===== config.mk =====
export PLATFORM = sky130hd
export DESIGN_NAME = reg_wb_queue
export DESIGN_NICKNAME = d
export VERILOG_FILES = /design/src/rtl/reg_wb_queue.sv
export SDC_FILE = /design/constraint.sdc
export NUM_CORES = 1
export LEC_CHECK = 0
export BUFFER_PORTS_ARGS = -buffer_cell sky130_fd_sc_hd__buf_2
export CORE_MARGIN = 2
export CORE_UTILIZATION = 52
export DETAILED_ROUTE_END_ITERATION = 7
export HOLD_SLACK_MARGIN = 0.08
export PLACE_DENSITY = 0.87
export SETUP_SLACK_MARGIN = 0.5
export SYNTH_ARGS = -nofsm -noshare
export SYNTH_HDL_FRONTEND = slang
export SYNTH_SLANG_ARGS = --single-unit

===== constraint.sdc =====
create_clock -name clk -period 4.85 [get_ports clk]
set_clock_uncertainty 0.2 [all_clocks]
set_input_delay 0.97 -clock clk [delete_from_list [all_inputs] [get_ports clk]]
set_output_delay 0.97 -clock clk [all_outputs]
set_load 0.02 [all_outputs]

===== src/rtl/reg_wb_queue.sv =====
// In-order write-back queue merging load and ALU results into a single register-file write port.
// Also reports pending-write hazards for the two source registers of the instruction in decode.
module reg_wb_queue #(
  parameter int unsigned ADDR_WIDTH = 5,
  parameter int unsigned DATA_WIDTH = 32,
  parameter int unsigned DEPTH      = 4
) (
  input  logic                     clk,
  input  logic                     rst_n,
  input  logic                     i_mem_valid,
  input  logic [ADDR_WIDTH-1:0]    i_mem_addr,
  input  logic [DATA_WIDTH-1:0]    i_mem_data,
  output logic                     o_mem_ready,
  input  logic                     i_alu_valid,
  input  logic [ADDR_WIDTH-1:0]    i_alu_addr,
  input  logic [DATA_WIDTH-1:0]    i_alu_data,
  output logic                     o_alu_ready,
  input  logic                     i_rf_hold,
  output logic                     o_rf_wrt_en,
  output logic [ADDR_WIDTH-1:0]    o_rf_addrD,
  output logic [DATA_WIDTH-1:0]    o_rf_d,
  input  logic [ADDR_WIDTH-1:0]    i_chk_addrA,
  input  logic [ADDR_WIDTH-1:0]    i_chk_addrB,
  output logic                     o_pend_a,
  output logic                     o_pend_b,
  output logic [$clog2(DEPTH):0]   o_count
);

  localparam int unsigned PtrW = $clog2(DEPTH);
  localparam int unsigned CntW = PtrW + 1;

  logic [ADDR_WIDTH-1:0] r_addr [DEPTH];
  logic [DATA_WIDTH-1:0] r_data [DEPTH];
  logic [PtrW-1:0]       r_rd_ptr;
  logic [PtrW-1:0]       r_wr_ptr;
  logic [CntW-1:0]       r_count;

  logic [CntW-1:0]       w_free;
  logic                  w_mem_push;
  logic                  w_alu_push;
  logic                  w_pop;
  logic [PtrW-1:0]       w_alu_slot;
  logic [DEPTH-1:0]      w_occ;

  // Free space ignores a same-cycle pop so readiness never depends on rf_hold.
  assign w_free      = CntW'(DEPTH) - r_count;
  assign o_mem_ready = (w_free >= CntW'(1));
  assign o_alu_ready = (w_free >= CntW'(2)) || ((w_free == CntW'(1)) && !i_mem_valid);

  assign w_mem_push  = i_mem_valid && o_mem_ready;
  assign w_alu_push  = i_alu_valid && o_alu_ready;
  assign w_pop       = (r_count != '0) && !i_rf_hold;

  // The load is the older instruction, so it takes the first free slot.
  assign w_alu_slot  = r_wr_ptr + PtrW'(w_mem_push);

  assign o_rf_wrt_en = w_pop;
  assign o_rf_addrD  = r_addr[r_rd_ptr];
  assign o_rf_d      = r_data[r_rd_ptr];
  assign o_count     = r_count;

  always_ff @(posedge clk) begin
    if (w_mem_push) begin
      r_addr[r_wr_ptr] <= i_mem_addr;
      r_data[r_wr_ptr] <= i_mem_data;
    end
    if (w_alu_push) begin
      r_addr[w_alu_slot] <= i_alu_addr;
      r_data[w_alu_slot] <= i_alu_data;
    end
  end

  always_ff @(posedge clk or negedge rst_n) begin
    if (!rst_n) begin
      r_rd_ptr <= '0;
      r_wr_ptr <= '0;
      r_count  <= '0;
    end else begin
      r_rd_ptr <= r_rd_ptr + PtrW'(w_pop);
      r_wr_ptr <= r_wr_ptr + PtrW'(w_mem_push) + PtrW'(w_alu_push);
      r_count  <= r_count + CntW'(w_mem_push) + CntW'(w_alu_push) - CntW'(w_pop);
    end
  end

  // Entry i is occupied when its distance from the head is below the count.
  always_comb begin
    w_occ    = '0;
    o_pend_a = 1'b0;
    o_pend_b = 1'b0;
    for (int unsigned i = 0; i < DEPTH; i++) begin
      w_occ[i] = ({1'b0, PtrW'(PtrW'(i) - r_rd_ptr)} < r_count);
      if (w_occ[i] && (r_addr[i] == i_chk_addrA)) o_pend_a = 1'b1;
      if (w_occ[i] && (r_addr[i] == i_chk_addrB)) o_pend_b = 1'b1;
    end
  end

endmodule


==> After elaboration in Yosys (flattened, before gate mapping) <==
Memory sizes are Yosys's and may differ from the RTL's.
Cells that the tools add are included.
{ "totals": {"word_cells": 59, "mem_bits_rw": 148, "memories": 2, "out_inout_bits": 45, "in_bits": 89, "reg_bits": 7} }
{ "op_classes": {"n_addsub": 11, "muxes": 12, "magnitude_cmp": 6, "n_eq_ne": 9, "n_reduce_logical": 16} }
{ "memory_table": {"columns": ["memory", "depth", "word_bits", "read_ports", "rd_ports_with_merged_regs", "write_ports", "line_no", "source"], "rows": [
  ["r_data", 4, 32, 1, 0, 2, "33", "logic [DATA_WIDTH-1:0] r_data [DEPTH];"],
  ["r_addr", 4, 5, 5, 0, 2, "32", "logic [ADDR_WIDTH-1:0] r_addr [DEPTH];"]
]} }
{ "op_table": {"columns": ["operator", "count"], "rows": [
  ["$eq A5 B5 Y1", 8],
  ["$logic_and A1 B1 Y1", 12],
  ["$lt A2 B3 Y1", 4],
  ["$mux W1", 12],
  ["$add A2 B1 Y2", 3],
  ["$add A3 B1 Y3", 2],
  ["$sub A1 B2 Y2 const A", 2],
  ["$sub A2 B2 Y2 const A", 2],
  ["$eq A3 B1 Y1 const B", 1],
  ["$ge A3 B1 Y1 const B", 1],
  ["$ge A3 B2 Y1 const B", 1],
  ["$reduce_bool A3 Y1", 1],
  ["$sub A3 B1 Y3", 1],
  ["$sub A3 B3 Y3 const A", 1],
  ["$logic_not A1 Y1", 2],
  ["$logic_or A1 B1 Y1", 1]
]} }

==> Longest topological paths before layout <==
Gate-level depths: netlist of run 1.
{ "depth": {"depth_word": 7, "mapped_depth": 13} }

==> Worst setup path after synthesis of run 1 <==
No wires, ideal clock.
{ "synth_timing": {"path_type": "reg2reg", "start": "register r_count[1], in the netlist o_count[1]", "end": "memory r_addr[1][0], enable pin", "stages_incl_launch_ff": 8, "arrival_ns": 4.433, "setup_slack_ns": -0.270, "n_path_buf": 0, "synth_period_minus_slack_ns": 5.120, "required_time_ns": 4.163, "path_cell_list": "dfrtp_1 -> inv_1 -> ha_1 -> ha_1 -> nand2b_4 -> or3_1 -> nand2_1 -> o31ai_1"} }
{ "synth_lines": {"columns": ["element", "line_no", "source"], "rows": [
  ["start: declaration", "36", "logic [CntW-1:0] r_count;"],
  ["start signal: assignment", "81", "r_count <= r_count + CntW'(w_mem_push) + CntW'(w_alu_push) - CntW'(w_pop);"],
  ["end: declaration", "32", null]
]} }

==> flow_summary.toml, run 1 <==
[clock_network]
cts_buffers = 17
cts_resized = 0
cts.sinks = 155
post_cts_buffers = 0
cts_buffer_depth = 2
cts_tree = "yes"
cts.reportedPaths.clkPinSlew_ns = 0.06
cts_root_buffer = "clkbuf_16"
postCtsHoldBufs = 0
htree_levels = 4
worstSkewPairLatency_ns = 0.43

[status]
status = "finished clean"

[sta]
tightest_slew_ns = 0.987
max_freq_ghz = 0.245
timing.final.crit_share_pct = 84.3
slew_headroom_pct = 34.2
hold_violations = 0
post-route-min-period_ns = 4.09
report.final.slew_viol_count = 0
rsz0062_at_grt = "no"
setup_viol = 0

[setup_path]
cp.required_ns = 4.83
path_class = "flip-flop to flip-flop"
cp_max_fo = 37
cp_common_cell = "ha_1"
worst_setup_path_start_kind = "flip-flop"
crit_path_end_kind = "flip-flop"
worst_path_max_delay_cell = "buf_4"
arrival_ns = 4.06
slowest_delay_ns = 0.57
crit_family = "adder cells"
path_buf_inv = 3
cp_cell_sequence = "inv_1 -> ha_1 -> ha_1 -> nand2b_4 -> or3_1 -> nand2_1 -> inv_1 -> ha_1 -> nor3_4 -> buf_4 -> mux2_2"

[flow_run]
maxCapViolations = 0

[floorplan]
die-area_mm2 = 0.0173
die_h_um = 132
rows = 46
design.core.area_mm2 = 0.0159
start_util_pct = 53.3
chipWidth_um = 132
io_pins = 134

[power_and_ir_drop]
p_leak_nw = 3.78
power_density_mw_per_mm2 = 748
total_power_mw = 7.39
vdd_drop_max_uv = 573

[synthesis]
synth.area.top_cells = "edfxtp_1 (53%), mux2_2 (11%), mux2_4 (10%)"
synth_commonest_cells = "edfxtp_1 (148), mux2_2 (86), mux2_4 (57)"
ys_seq_area_share_pct = 54.6
yosysWarnings = 0
ys_types = 35
syn_nets = 586
syn-cell-area_mm2 = 0.00846
ys.flop_type = "edfxtp_1"
syn_inst = 483
syn_avg_cell_area_um2 = 17.5
post-synth-top-area-fraction_pct = 52.5
synth_seq_cells = 155
yosysMostFrequentCell = "edfxtp_1"
synth_top_cell_by_area = "edfxtp_1"
synthArstFlopShare_pct = 4.52
synth_edf_count = 148

[global_routing]
grt_max_degree = 39
grt_pass1_wl_um = 29500
grtUsageTotal_pct = 22.4
antenna_found_initial = 4
grt_overflow = 0
first_global_vias = 5355

[drt]
drcViolationCount = 0
drt_pass1_iterations = 4
drt_iter0_drc = 309
routed_wl_um = 18500
routed_via_density = 5.68
num_vias = 4837
ant_nets = 0
drt-wirelength-per-cell_um = 21.7

[layout]
fillers = 1139
multiInputGateArea_mm2 = 0.00365
final_cells = 851
nets = 722
drive_above_1_share_pct = 57.6
syn2layout_area_growth_pct = 16.8
regArea_mm2 = 0.00462

[placement]
io_buffers = 133
dpl.cell_count = 816
routabilityCongestion = 0.823
dp_hpwl_um = 12200

[hold_path]
hold_class = "input port to async pin"
[power breakdown]
part           leakage, nW  switching (mW)  internal, mW
combinational         2.06            1.98          1.57
clock                0.260           0.501         0.695
sequential            1.46           0.286          2.35
[placed cells by master (no fill, tap or decap), types with 2 or more instances in the layout]
cell and count:
mux2_2 86, clkbuf_1 5, xnor2_1 19, nand4_1 10, a31oi_1 2, clkinv_2 7
o31ai_4 2, nor2b_1 3, mux2_1 5, nand3_2 2, mux2_4 57, nor3_4 2
or3_1 2, buf_2 133, xor2_1 27, nor3_1 8, edfxtp_1 148, clkinv_1 2
ha_1 12, dfrtp_1 5, dfrtp_2 2, clkbuf_16 17, o21ai_0 2, inv_1 11
fa_1 2, diode_2 3, buf_4 11, a31o_2 2, mux4_2 37
[routing by layer]
metal  wire (µm)  GRT usage, %  vias up
met2        8990          37.1      169
met4         425          9.00        2
met5           7             0        -
met3        1250          6.06       35
met1        7810          28.2     2449
li1            -             -     2182
[cells by family (layout without fill, tap and decap cells)]
kind of cell / count (synthesis) / count (layout) / synth area share, %
xor gates and xnor gates: 47 / 47 / 4.95
buffers and inverters: 40 / 189 / 2.88
other: 0 / 3 / 0
DFF: 155 / 155 / 54.6
and+or+nand+nor: 31 / 31 / 2.26
AOI/OAI and AO/OA: 11 / 11 / 1.01
adders and majority gates: 14 / 14 / 2.25
muxes: 185 / 185 / 32.1
[worst reg2reg max path, delay by kind of cell (launching register included)]
| family | cells | cell delay (ns) |
|---|---|---|
| adder cells (fa/ha/maj) | 3 | 0.97 |
| buffers and inverters | 3 | 0.90 |
| flip-flops | 1 | 0.44 |
| multiplexers | 1 | 0.42 |
| AND/OR/NAND/NOR | 4 | 0.90 |
[layout make-up]
type | instances | area share [%]
Antenna cell | 3 | 0.0759
Sequential cell | 155 | 46.8
Clock inverter | 10 | 0.772
Inverter | 12 | 0.468
Tap cell | 216 | 2.73
Multi-Input combinational cell | 288 | 36.9
Clock buffer | 22 | 4.49
Timing Repair Buffer | 145 | 7.77
[flip-flops by register name, indices dropped and copies added, names as in the netlist]
name and flops:
o_count 3, r_addr 20, r_data 128, r_rd_ptr 2
r_wr_ptr 2
[path summary, 6_finish.rpt]
check	startpoint	end	slack, ns	cells past startpoint
worst max-delay path	o_count[1]$_DFF_PN0_	r_data[0][9]$_DFFE_PP_	0.76	11
worst min-delay path	rst_n	o_count[2]$_DFF_PN0_	0.17	1
worst max register to register	o_count[1]$_DFF_PN0_	r_data[0][9]$_DFFE_PP_	0.76	11
worst min register to register	o_count[1]$_DFF_PN0_	o_count[2]$_DFF_PN0_	0.51	2
max in group asynchronous	rst_n	r_rd_ptr[1]$_DFF_PN0_	4.09	1
min in group clk	o_count[1]$_DFF_PN0_	o_count[2]$_DFF_PN0_	0.51	2
[per-stage QoR]
step	utilization, %	TNS, ns	cell area (µm²)	setup WS [ns]	hold WS, ns
finish	62.2	0	9880	0.762	0.173
floorplan	-	-19.98	8460	-0.270	0.264
global route	62.2	0	9880	0.535	0.180
global placement	58.9	0	9360	0.969	0.443
detailed placement	58.9	0	9360	0.787	0.495
CTS	62.2	0	9880	0.754	0.160
(Power assumes the default switching activity.)
==> run 2, diff against run 1 <==
--- a/config.mk
+++ b/config.mk
@@ -7,10 +7,10 @@
 export LEC_CHECK = 0
 export BUFFER_PORTS_ARGS = -buffer_cell sky130_fd_sc_hd__buf_2
 export CORE_MARGIN = 2
-export CORE_UTILIZATION = 52
+export CORE_UTILIZATION = 55
 export DETAILED_ROUTE_END_ITERATION = 7
 export HOLD_SLACK_MARGIN = 0.08
-export PLACE_DENSITY = 0.87
+export PLACE_DENSITY = 0.88
 export SETUP_SLACK_MARGIN = 0.5
 export SYNTH_ARGS = -nofsm -noshare
 export SYNTH_HDL_FRONTEND = slang
==> constraint.sdc (replaced) <==
create_clock -name clk -period 4.2 [get_ports clk]
set_clock_uncertainty 0.2 [all_clocks]
set_input_delay 0.84 -clock clk [delete_from_list [all_inputs] [get_ports clk]]
set_output_delay 0.84 -clock clk [all_outputs]
set_load 0.02 [all_outputs]
==> flow_summary.toml, run 2 (synthesized netlist as in run 1, its figures left out) <==
[status]
status = "finished clean"

[layout]
fillers = 979
largest_register = "r_data"
syn2layout_area_growth_pct = 20.9
drive_above_1_share_pct = 60.5
final_common_cell = "edfxtp_1"
multiInputGateArea_mm2 = 0.00369
largest_register_ffs = 128
mostFrequentLayoutCells = "edfxtp_1 (148), buf_2 (133), mux2_2 (86), mux2_4 (57), mux4_2 (37)"
regArea_mm2 = 0.00462
nets = 742

[placement]
io_buffers = 133
dp_hpwl_um = 12200
place_ws_ns = 0.215
routabilityCongestion = 0.888

[drt]
num_vias = 5021
drt_pass1_iterations = 4
routed_via_density = 5.98
drt_iter0_drc = 316
routed_wl_um = 18800
drcViolationCount = 0
ant_nets = 0
drt-wirelength-per-cell_um = 22.3

[sta]
report.final.slew_viol_count = 0
slew_headroom_pct = 33.5
rsz0062_at_grt = "yes"
timing.final.crit_share_pct = 85.2
hold_violations = 0
post-route-min-period_ns = 3.58
worst_slack_ns = 0.620
max_freq_ghz = 0.279
setup_viol = 0
tightest_slew_ns = 0.997
final.setup.tns_ns = 0

[clock_network]
htree_levels = 4
cts.reportedPaths.clkPinSlew_ns = 0.06
cts.sinks = 155
cts_buffers = 17
cts_buffer_depth = 2
worstSkewPairLatency_ns = 0.41
cts_root_buffer = "clkbuf_16"
cts_tree = "yes"

[setup_path]
arrival_ns = 3.42
worst_setup_path_start_kind = "flip-flop"
cp_cell_sequence = "clkinvlp_4 -> ha_1 -> ha_1 -> nand2b_4 -> or3_1 -> nand2_4 -> inv_1 -> ha_2 -> xor2_2 -> nor3_4 -> buf_4 -> a31o_2"
slowest_delay_ns = 0.52
worst_path_max_delay_cell = "a31o_2"
cp_common_cell = "ha_1"
cp_max_fo = 18
cp.required_ns = 4.04
crit_path_end_kind = "flip-flop"
path_class = "flip-flop to flip-flop"

[global_routing]
first_global_vias = 5307
grt_use_met2_pct = 41.5
antenna_found_initial = 2
busiest_layer = "met2"
grtUsageTotal_pct = 23.6
gr-usage-met1_pct = 29.3
grt_use_met3_pct = 5.18
grt_overflow = 0
grt_max_degree = 38
grt_pass1_wl_um = 28800

[floorplan]
design.core.area_mm2 = 0.0151
io_pins = 134
die-area_mm2 = 0.0164
start_util_pct = 55.9
chipWidth_um = 128
die_h_um = 128
rows = 45

[flow_run]
maxCapViolations = 0

[power_and_ir_drop]
vdd_drop_max_uv = 561
power_density_mw_per_mm2 = 889
p_leak_nw = 3.94

[hold_path]
hold_class = "flip-flop to flip-flop"
run 2: cell types whose count changed in the layout (fill, tap and decap cells not counted), sizes merged, moves of 3 or more:
cell      delta
buf         +17
clkbuf       -5
bufinv       +3
clkinv       -3
clkinvlp     +3
run 2: repair_timing:
item                                    CTS  global route
resized for setup                         4             2
pin swaps                                 3             1
endpoints found under the setup margin  190           247
hold buffers                              1             0
buffers inserted                          7             6
cloned                                    1             1
endpoints found under the hold margin     7             0
run 2: report_power, final:
part,switching (mW),internal [mW],leakage [nW]
Sequential,0.295,2.72,1.46
Clock,0.582,0.983,0.292
Combinational,2.43,2.08,2.19
Total,3.31,5.78,3.94
run 2: worst paths after layout:
kind / slack, ns / startpoint / endpoint / depth (start not counted)
setup / recovery: 0.62 / o_count[1]$_DFF_PN0_ / r_addr[0][0]$_DFFE_PP_ / 12
hold / removal: 0.50 / o_count[2]$_DFF_PN0_ / o_count[2]$_DFF_PN0_ / 2
setup reg to reg: 0.62 / o_count[1]$_DFF_PN0_ / r_addr[0][0]$_DFFE_PP_ / 12
hold reg to reg: 0.50 / o_count[2]$_DFF_PN0_ / o_count[2]$_DFF_PN0_ / 2
max in group asynchronous: 3.01 / rst_n / r_rd_ptr[0]$_DFF_PN0_ / 2
min in group asynchronous: 0.60 / rst_n / o_count[2]$_DFF_PN0_ / 2
run 2: final cells by class:
cell class / count / area share [%]
antenna: 2 / 0.0489
clock buffer: 17 / 4.16
clock inverter: 13 / 1.72
inverter: 12 / 0.489
multi-input combinational: 289 / 36.1
sequential: 155 / 45.2
tap: 188 / 2.30
timing repair buffer: 164 / 9.98
run 2: through the flow:
| stage | instance area [µm²] | util [%] | hold WS (ns) | instances | power [mW] |
|---|---|---|---|---|---|
| 3_5_place_dp | 9420 | 62.2 | 0.467 | 792 | 7.32 |
| 5_1_grt | 10200 | 67.5 | 0.548 | 839 | 9.49 |
| 3_3_place_gp | 9420 | 62.2 | 0.421 | 792 | 7.15 |
| 4_1_cts | 10100 | 67.0 | 0.475 | 831 | 9.01 |
| 6_report | 10200 | 67.6 | 0.504 | 840 | 9.09 |
| 2_1_floorplan | 8510 | - | 0.264 | 483 | 6.03 |
run 2: critical path: cells and delay by family (launching register included):
family / cells / cell delay, ns
simple gates: 4 / 0.74
compound gates: 1 / 0.52
buf+inv: 3 / 0.39
xor+xnor: 1 / 0.21
flops: 1 / 0.41
fa+ha+maj: 3 / 0.72
run 2: routing by layer:
layer | vias to the layer above | share of wire, % | wire length (µm)
li1 | 2220 | - | -
met1 | 2576 | 40 | 7560
met2 | 197 | 51 | 9630
met3 | 28 | 6.4 | 1200
met4 | 0 | 2.0 | 367
met5 | - | 0 | 0
==> run 3, diff against run 2 <==
--- a/config.mk
+++ b/config.mk
@@ -5,6 +5,7 @@
 export SDC_FILE = /design/constraint.sdc
 export NUM_CORES = 1
 export LEC_CHECK = 0
+export ABC_AREA = 1
 export BUFFER_PORTS_ARGS = -buffer_cell sky130_fd_sc_hd__buf_2
 export CORE_MARGIN = 2
 export CORE_UTILIZATION = 55
==> flow_summary.toml, run 3 <==
[layout]
mostFrequentLayoutCells = "nand2_1 (232), edfxtp_1 (148), buf_2 (133), nand3_1 (107), o21ai_1 (90)"
final_common_cell = "nand2_1"
final_cells = 1232
fin_util_pct = 65.2
antennaDiodeCount = 0
largest_register_ffs = 128
syn2layout_area_growth_pct = 16.7
largest_register = "r_data"
drive_above_1_share_pct = 22.9
nets = 1136

[synthesis]
ys.flop_type = "edfxtp_1"
syn_avg_cell_area_um2 = 9.33
synthArstFlopShare_pct = 4.52
syn_nets = 1011
ys_seq_area_share_pct = 54.5
ys_types = 28
syn-cell-area_mm2 = 0.00847
synth_edf_count = 148
post-synth-top-area-fraction_pct = 52.5
synth.area.top_cells = "edfxtp_1 (52%), nand2_1 (10%), nand3_1 (6.3%)"
synth_seq_cells = 155
yosysWarnings = 0
synth_commonest_cells = "nand2_1 (232), edfxtp_1 (148), nand3_1 (107)"
yosysMostFrequentCell = "nand2_1"
synth_top_cell_by_area = "edfxtp_1"
syn_inst = 908

[placement]
io_buffers = 133
routabilityCongestion = 0.882
dp_hpwl_um = 13500
dpl.cell_count = 1191
place_ws_ns = 0.550

[drt]
wl_met3_um = 1530
ant_nets = 0
drt_iter0_drc = 785
drt_pass1_iterations = 5
routed_via_density = 5.77
num_vias = 7111
routed_wl_um = 21400
wl_met2_um = 11200
drcViolationCount = 0
drt-wirelength-per-cell_um = 17.4
m1WireLength_um = 8260
routed.top_layer = "met5"

[power_and_ir_drop]
vdd_drop_max_uv = 582
power_density_mw_per_mm2 = 912
p_leak_nw = 4.41

[sta]
hold_violations = 0
slew_headroom_pct = 20.1
report.final.slew_viol_count = 0
rsz0062_at_grt = "yes"
tightest_slew_ns = 1.19
setup_viol = 0
final.setup.tns_ns = 0
timing.hold.ws_ns = 0.342
max_freq_ghz = 0.279
timing.final.crit_share_pct = 85.4
post-route-min-period_ns = 3.59
worst_slack_ns = 0.615

[setup_path]
crit_family = "adder cells"
cp.required_ns = 4.12
cp_cell_sequence = "inv_1 -> ha_1 -> ha_1 -> inv_1 -> nor2_1 -> nand3_1 -> and2_1 -> ha_1 -> xnor2_2 -> inv_2 -> nand4_1 -> o21ai_4 -> buf_4"
cp_max_fo = 32
arrival_ns = 3.51
cp_common_cell = "ha_1"
crit_path_end_kind = "flip-flop"
worst_path_max_delay_cell = "o21ai_4"
worst_setup_path_start_kind = "flip-flop"
slowest_delay_ns = 0.48
path_buf_inv = 4
path_class = "flip-flop to flip-flop"

[global_routing]
first_global_vias = 6656
grt_pass1_wl_um = 33000
antenna_found_initial = 3
grt_max_degree = 75
grtUsageTotal_pct = 26.2
grt_overflow = 0

[floorplan]
io_pins = 134
rows = 45
die-area_mm2 = 0.0164
design.core.area_mm2 = 0.0151
start_util_pct = 55.9
die_h_um = 128
chipWidth_um = 128

[clock_network]
cts.sinks = 155
cts.reportedPaths.clkPinSlew_ns = 0.06
cts_tree = "yes"
cts_root_buffer = "clkbuf_16"
cts_buffers = 17
worstSkewPairLatency_ns = 0.41
cts_buffer_depth = 2
htree_levels = 4

[status]
status = "finished clean"

[hold_path]
hold_class = "flip-flop to flip-flop"

[flow_run]
maxCapViolations = 0
[run 3: cell types whose count changed after synthesis, moves of 14 or more]
cell | before | now
a22oi_1 | 0 | 37
inv_1 | 11 | 83
o21ai_0 | 2 | 21
xor2_1 | 27 | 13
clkbuf_1 | 6 | 26
nor2_1 | 1 | 29
nand3_1 | 2 | 107
mux2_2 | 86 | 0
o21ai_1 | 0 | 94
mux2_4 | 57 | 0
mux4_2 | 37 | 0
nand2_1 | 1 | 232
o21ai_2 | 0 | 39
[run 3: stage by stage]
step	power (mW)	area [µm²]
2_1_floorplan	6.16	8500
6_report	9.02	9880
3_5_place_dp	7.54	9280
3_3_place_gp	7.38	9280
5_1_grt	9.53	9880
4_1_cts	8.90	9790
[run 3: path summary, 6_finish.rpt]
check                                      from                       to  slack (ns)  depth (start not counted)
setup / recovery           o_count[1]$_DFF_PN0_  r_data[3][15]$_DFFE_PP_        0.61                         13
hold / removal             o_count[2]$_DFF_PN0_     o_count[2]$_DFF_PN0_        0.34                          1
setup reg to reg           o_count[1]$_DFF_PN0_  r_data[3][15]$_DFFE_PP_        0.61                         13
hold reg to reg            o_count[2]$_DFF_PN0_     o_count[2]$_DFF_PN0_        0.34                          1
max in group asynchronous                 rst_n    r_rd_ptr[1]$_DFF_PN0_        2.98                          2
min in group asynchronous                 rst_n    r_wr_ptr[1]$_DFF_PN0_        0.64                          2
[run 3: logic make-up after synthesis]
kind of cell / count (synthesis) / share of synthesized area (%)
AND/OR/NAND/NOR: 380 / 18.8
AO/OA/AOI/OAI: 197 / 14.7
flip-flops: 155 / 54.5
buffers and inverters: 141 / 7.49
XOR/XNOR: 21 / 2.26
adder cells (fa/ha/maj): 14 / 2.25
[run 3: power breakdown]
group | internal, mW | switching [mW]
clock network | 0.749 | 0.592
registers | 2.84 | 0.324
logic | 1.39 | 3.11
total | 4.99 | 4.03
[run 3: metal layers]
metal / up-vias / global-route usage [%]
met4: 6 / 9.70
met2: 322 / 46.6
met3: 39 / 4.76
met1: 3348 / 31.9
met5: - / 0
li1: 3396 / -
[run 3: area by class of cell]
cell class	instances	area, µm²
clock buffers	20	437
clock inverters	10	71.3
fillers	1144	5260
inverters	85	320
multi-input cells	612	3270
flip-flops and latches	155	4620
well taps	188	235
repair buffers	162	923
[run 3: what timing repair did]
item,4_1_cts,5_1_grt
hold buffers,1,0
buffers inserted,0,10
resized for setup,0,5
hold endpoints to repair,7,0
endpoints found under the setup margin,0,122
[run 3: worst register-to-register path, stage by stage (launching register included)]
cell,delay (ns)
dfrtp_1,0.43
inv_1,0.17
ha_1,0.23
ha_1,0.30
inv_1,0.07
nor2_1,0.12
nand3_1,0.10
and2_1,0.19
ha_1,0.22
xnor2_2,0.18
inv_2,0.08
nand4_1,0.18
o21ai_4,0.48
buf_4,0.34
